$ cat src/rtl/riscv_pkg.sv
// Shared RISC-V front-end constants and types used by the fetch stage.
package riscv_pkg;
  localparam int          XLEN       = 32;
  localparam logic [31:0] NOP_INSTR  = 32'h0000_0013;
  localparam logic [6:0]  OPC_BRANCH = 7'b1100011;

  typedef logic [XLEN-1:0] pc_t;
endpackage

$ cat src/rtl/btfn_predictor.sv
// Backward-taken/forward-not-taken static predictor; only built with FETCH_BTFN_PREDICT_EN.
`ifdef FETCH_BTFN_PREDICT_EN
module btfn_predictor
  import riscv_pkg::*;
(
  input  logic [31:0] instr,
  input  pc_t         pc,
  output logic        pred_taken,
  output pc_t         pred_target
);
  pc_t b_imm;

  // B-type immediate: {imm[12], imm[11], imm[10:5], imm[4:1], 0}, sign-extended from bit 12
  assign b_imm       = {{19{instr[31]}}, instr[31], instr[7], instr[30:25], instr[11:8], 1'b0};
  assign pred_taken  = (instr[6:0] == OPC_BRANCH) && instr[31];
  assign pred_target = pc + b_imm;
endmodule
`endif

$ cat src/rtl/fetch_stage.sv
// Instruction fetch: PC register and IF/EX pipeline register with stall/redirect/flush.
// Optional static backward-branch prediction enabled by macro FETCH_BTFN_PREDICT_EN.
module fetch_stage
  import riscv_pkg::*;
#(
  parameter logic [31:0] RESET_PC = 32'h0000_0000
) (
  input  logic        clk,
  input  logic        reset,
  input  logic        stall_i,
  input  logic        redirect_i,
  input  logic [31:0] redirect_pc_i,
  output logic [31:0] imem_addr_o,
  input  logic [31:0] imem_rdata_i,
  output logic [31:0] if_pc_o,
  output logic [31:0] if_instr_o,
  output logic        if_valid_o,
  output logic        if_pred_taken_o
);
  pc_t  pc;
  pc_t  pc_plus4;
  pc_t  next_pc;
  pc_t  redirect_target;
  logic pred_taken;
  pc_t  pred_target;

  assign imem_addr_o     = pc;
  assign pc_plus4        = pc + 32'd4;
  assign redirect_target = redirect_pc_i & ~32'd3;

`ifdef FETCH_BTFN_PREDICT_EN
  logic pred_q;

  btfn_predictor u_btfn_predictor (
    .instr       (imem_rdata_i),
    .pc          (pc),
    .pred_taken  (pred_taken),
    .pred_target (pred_target)
  );

  always_ff @(posedge clk) begin
    if (reset || redirect_i)
      pred_q <= 1'b0;
    else if (!stall_i)
      pred_q <= pred_taken;
  end

  assign if_pred_taken_o = pred_q;
`else
  assign pred_taken      = 1'b0;
  assign pred_target     = pc_plus4;
  assign if_pred_taken_o = 1'b0;
`endif

  // Prediction only reaches the PC on the unstalled, non-redirect path below.
  assign next_pc = pred_taken ? pred_target : pc_plus4;

  always_ff @(posedge clk) begin
    if (reset) begin
      pc         <= RESET_PC;
      if_pc_o    <= '0;
      if_instr_o <= NOP_INSTR;
      if_valid_o <= 1'b0;
    end else if (redirect_i) begin
      pc         <= redirect_target;
      if_pc_o    <= '0;
      if_instr_o <= NOP_INSTR;
      if_valid_o <= 1'b0;
    end else if (!stall_i) begin
      pc         <= next_pc;
      if_pc_o    <= pc;
      if_instr_o <= imem_rdata_i;
      if_valid_o <= 1'b1;
    end
  end
endmodule

$ cat config.mk
export PLATFORM = sky130hd
export DESIGN_NAME = fetch_stage
export DESIGN_NICKNAME = d
export VERILOG_FILES = /design/src/rtl/riscv_pkg.sv /design/src/rtl/btfn_predictor.sv /design/src/rtl/fetch_stage.sv
export SDC_FILE = /design/constraint.sdc
export NUM_CORES = 1
export LEC_CHECK = 0
export ABC_AREA = 1
export CORE_MARGIN = 2
export CORE_UTILIZATION = 44
export CTS_BUF_LIST = sky130_fd_sc_hd__clkbuf_2 sky130_fd_sc_hd__clkbuf_4 sky130_fd_sc_hd__clkbuf_8
export CTS_CLUSTER_SIZE = 24
export DETAILED_ROUTE_END_ITERATION = 7
export PLACE_DENSITY = 0.89
export SYNTH_ARGS = -nofsm -noshare
export SYNTH_HDL_FRONTEND = slang
export SYNTH_SLANG_ARGS = --single-unit
$ cat constraint.sdc
create_clock -name clk -period 4 [get_ports clk]
set_input_delay 0.8 -clock clk [delete_from_list [all_inputs] [get_ports clk]]
set_output_delay 0.8 -clock clk [all_outputs]
set_load 0.05 [all_outputs]
Yosys cells after proc, flatten, opt, wreduce, memory -nomap -nowiden
Index checks and enable logic that the tools add are counted.
W data, S select, Z words.
{"block": "word_totals", "regBits": 97, "inputBits": 68, "out_inout_bits": 98, "word_cells": 10}
{"block": "op_classes", "n_addsub": 1, "eq_ne": 1, "mux": 2, "n_reduce_logical": 1}
{"cell": "$mux W32", "count": 2}
{"cell": "$add A32 B3 Y32 const B", "count": 1}
{"cell": "$ne A2 B1 Y1 const B", "count": 1}
{"cell": "$reduce_or A2 Y1", "count": 1}

Depth between registers and ports, before layout
{"block": "logic_depth", "ltp_word": 3, "depth_mapped": 10, "depth_no_buf": 10}

Worst setup path before layout
OpenSTA, ideal clock, no wires.
{"block": "synth_path", "kind": "register to register", "startpoint": "reg pc[3], in the netlist imem_addr_o[3]", "endpoint": "reg pc[18], in the netlist imem_addr_o[18]", "setup_time_ns": 0.068, "arrival_ns": 1.735, "required_ns": 3.932, "setup_slack_ns": 2.197, "stages_incl_launch_ff": 9, "path_buffers": 0, "period_less_slack_ns": 1.803, "cell_sequence": "dfxtp_1 -> ha_1 -> nand2_1 -> nor2_4 -> nand2_2 -> nor2_4 -> xor2_1 -> nand2_1 -> a21oi_2"}
{"block": "synth_via", "elab_chain_cells": 3}
{"element": "from (decl)", "line": "fetch_stage.sv:20", "source": "pc_t pc;"}
{"element": "from (signal assigned)", "line": "fetch_stage.sv:65", "source": "pc <= redirect_target;"}
{"element": "from (signal assigned)", "line": "fetch_stage.sv:70", "source": "pc <= next_pc;"}
{"element": "$add A32 B3 Y32", "line": "fetch_stage.sv:28", "source": "assign pc_plus4 = pc + 32'd4;"}
{"element": "$mux W32", "line": "fetch_stage.sv:69", "source": "end else if (!stall_i) begin"}
{"element": "$mux W32", "line": "fetch_stage.sv:64", "source": "end else if (redirect_i) begin"}
Every way passes these cells. The select of a mux whose other input is x is not followed.
A chain may end at the register's enable or synchronous reset.

Worst setup path after layout
{"block": "layout_path", "startpoint": "reg pc[18], in the netlist imem_addr_o[18]", "endpoint": "out imem_addr_o[18]"}
{"element": "to (decl)", "line": "fetch_stage.sv:13", "source": "output logic [31:0] imem_addr_o,"}
No word-level cell between the ends.

==> reports/summary.txt <==
Clk_lat worst skew: 0.35 ns
Reg2reg path depth: 8
Worst setup path category: flip-flop to primary output
Status: finished clean
First-pass GRT wire length: 19600 um
Die Y: 102 um
Synth cell count leaders: nand2_1 (177), dfxtp_1 (93), a21oi_1 (83)
Ys Warns: 0
Initial antenna violation count: 0
Post-CTS Hold Buffers: 0
Post-CTS Setup Inserts: 0
RSZ-0062 raised after global routing: false
Async SR Flop Fraction: 0%
Fin. Hold Viols: 0
Reg2reg setup slack: 2.33 ns
Placed cell area: 0.00586 sq mm
Synth Flop Type: dfxtp_1
Clock slew at reported path FFs: 0.10 ns
Seq/Total Area, Yosys: 44.3%
Via-per-instance ratio: 5.04
Row Count: 35
Core area: 0.00924 sq mm
Initial Util: 45.5%
Mean Syn Cell Area: 6.95 sq um
Inserted Diodes: 0
Max-Slew Margin vs Limit: 60.5%
Placer congestion estimate: 0.927
Hold Crit Class: flip-flop to flip-flop
Worst Path Buf+Inv: 1
GRT Residual Overflow: 0
Mapped Cells: 605
Worst R2R End: imem_addr_o[16]$_SDFFE_PP0P_
Fin Setup TNS: 0 ns
Die W: 102 um
IO Pins: 166
Finished Cell Area: 0.00609 sq mm
Cell taking the most area after synthesis: dfxtp_1
Critical path's top delay family: buffers and inverters
Share of layout cells above drive strength 1: 5.82%
CP Data Required Time: 3.20 ns
WP data arrival: 1.72 ns
Final net count: 820
Endpoints failing setup: 0
Mapped Area: 0.00421 sq mm
WHS: 0.467 ns
Vias in the first global route: 4136
Post-route ant nets: 0
#FFs+latches synth: 93
Die ar.: 0.0104 sq mm
Hold depth: 2
Via count: 4461
Drt total wl: 12400 um
Hold endpoint: if_instr_o[19]$_SDFFE_PP0N_
CP max-delay cell: clkdlybuf4s50_1
Worst setup EP type: primary output
Crit path launch type: flip-flop
Peak supply drop: 0.189 mV
PnR Total Power: 2.14 mW
Static Leak: 2.32 nW
Iter 0 DRT Violations: 216
Top-count cell post-synth: nand2_1
Clock Tree Buf Depth: 2
FMAX: 0.396 GHz
Post-synth EDFFs: 0
Slowest stage delay, CP: 0.88 ns
Final Cycle Share: 63.1%
CTS tree: done
PD cells: 352 mW/mm^2
Largest net degree at the start of global routing: 50
Top-area cell type share of the netlist area: 44.3%
Slew Limit Fails: 0
Clock sinks: 93
Root buf cell: clkbuf_8
Max-Cap Viols: 0
Maximum net fanout on the critical path: 6
Place WS: 1.48 ns
Synth area leaders: dfxtp_1 (44%), nand2_1 (16%), a21oi_1 (9.9%)
Drt pass-1 iters: 5
DP HPWL: 9190 um
Global Route Usage Sum: 23.6%
Routed len/inst: 14.0 um
TritonCTS Buffers: 9
Crit path cell chain: clkdlybuf4s50_1
Distinct cell type count after synthesis: 28
Area grow syn2layout: 44.8%
Final setup margin: 1.48 ns
Skew final: 0.0117 ns
Port Buffers: 158
HP Start: if_instr_o[19]$_SDFFE_PP0N_
Final min period: 2.52 ns
Worst Tran Pin Value: 0.591 ns
Detailed-route DRC error count: 0
Htree depth: 3
R2r startpoint: imem_addr_o[3]$_SDFFE_PP0P_
Post-cts resize count: 0
## worst max path at each step
| stage | startpoint | endpoint | slack (ns) | cells past startpoint |
|---|---|---|---|---|
| 2_1_floorplan | imem_addr_o[3]$_SDFFE_PP0P_ | imem_addr_o[18]$_SDFFE_PP0P_ | 2.20 | 8 |
| 3_3_place_gp | redirect_i | imem_addr_o[27]$_SDFFE_PP0P_ | 1.56 | 6 |
| 3_5_place_dp | redirect_i | imem_addr_o[28]$_SDFFE_PP0P_ | 1.48 | 6 |
| 4_1_cts | imem_addr_o[18]$_SDFFE_PP0P_ | imem_addr_o[18] | 1.46 | 1 |
| 5_1_grt | imem_addr_o[18]$_SDFFE_PP0P_ | imem_addr_o[18] | 1.43 | 1 |
| 6_report | imem_addr_o[18]$_SDFFE_PP0P_ | imem_addr_o[18] | 1.48 | 1 |
## registers in the layout (all words and copies together) (netlist names)
name and flops:
if_instr_o 32, if_pc_o 30, if_valid_o 1, imem_addr_o 30
## power breakdown
part | internal, mW | switching (mW)
Combinational | 0.161 | 0.270
Sequential | 0.964 | 0.0372
Clock | 0.374 | 0.336
Total | 1.50 | 0.643
## cells in the final DEF, fill, tap and decap left out
| master | synthesis | final |
|---|---|---|
| nand2_1 | 177 | 177 |
| clkdlybuf4s50_1 | 0 | 157 |
| dfxtp_1 | 93 | 93 |
| a21oi_1 | 83 | 83 |
| inv_1 | 58 | 58 |
| o21ai_0 | 42 | 42 |
| nand3_1 | 37 | 37 |
| nor2_1 | 32 | 32 |
| xor2_1 | 10 | 10 |
| clkbuf_8 | 0 | 10 |
| buf_4 | 5 | 8 |
| nor2_4 | 6 | 6 |
| nor2_2 | 5 | 5 |
| conb_1 | 1 | 5 |
| nand2_2 | 4 | 4 |
| nor3_1 | 3 | 3 |
| a22o_1 | 3 | 3 |
| a31oi_1 | 3 | 3 |
| xnor2_1 | 3 | 3 |
| inv_2 | 2 | 2 |
| a21oi_2 | 2 | 2 |
| inv_6 | 0 | 2 |
| bufinv_16 | 0 | 2 |
| nand4_1 | 1 | 1 |
| and2_1 | 1 | 1 |
| and3_1 | 1 | 1 |
| o221ai_1 | 1 | 1 |
| o21ai_1 | 1 | 1 |
| ha_1 | 1 | 1 |
| clkinv_2 | 0 | 1 |
| clkinv_4 | 0 | 1 |
| buf_2 | 7 | 1 |
## per-layer routing
metal  global-route usage, %  vias to the layer above  wire length, um
met4                    8.63                        0              234
met2                    40.1                      180             6010
met3                    5.73                       20              987
met1                    29.0                     2044             5130
met5                       0                        -                0
li1                        -                     2217                -
## cells by family after synthesis
kind of cell             synth area share, %
AND/OR/NAND/NOR                         26.8
adder cells (fa/ha/maj)                0.297
XOR/XNOR                                2.71
flip-flops                              44.3
other                                 0.0892
AO/OA/AOI/OAI                           16.7
buffers and inverters                   9.13
## metrics by stage
stage	instances	utilization, %
finish	885	65.9
global route	885	65.9
CTS	885	65.9
detailed placement	869	63.4
global placement	869	63.4
floorplan	609	-
## area by class of cell
class / count / area (sq um)
Clock buffer: 10 / 138
Clock inverter: 6 / 91.3
Fill cell: 780 / 3150
Inverter: 60 / 225
Multi-Input combinational cell: 421 / 1970
Sequential cell: 93 / 1860
Tap cell: 129 / 161
Timing Repair Buffer: 166 / 1640
Power figures use the tool's default switching activity.
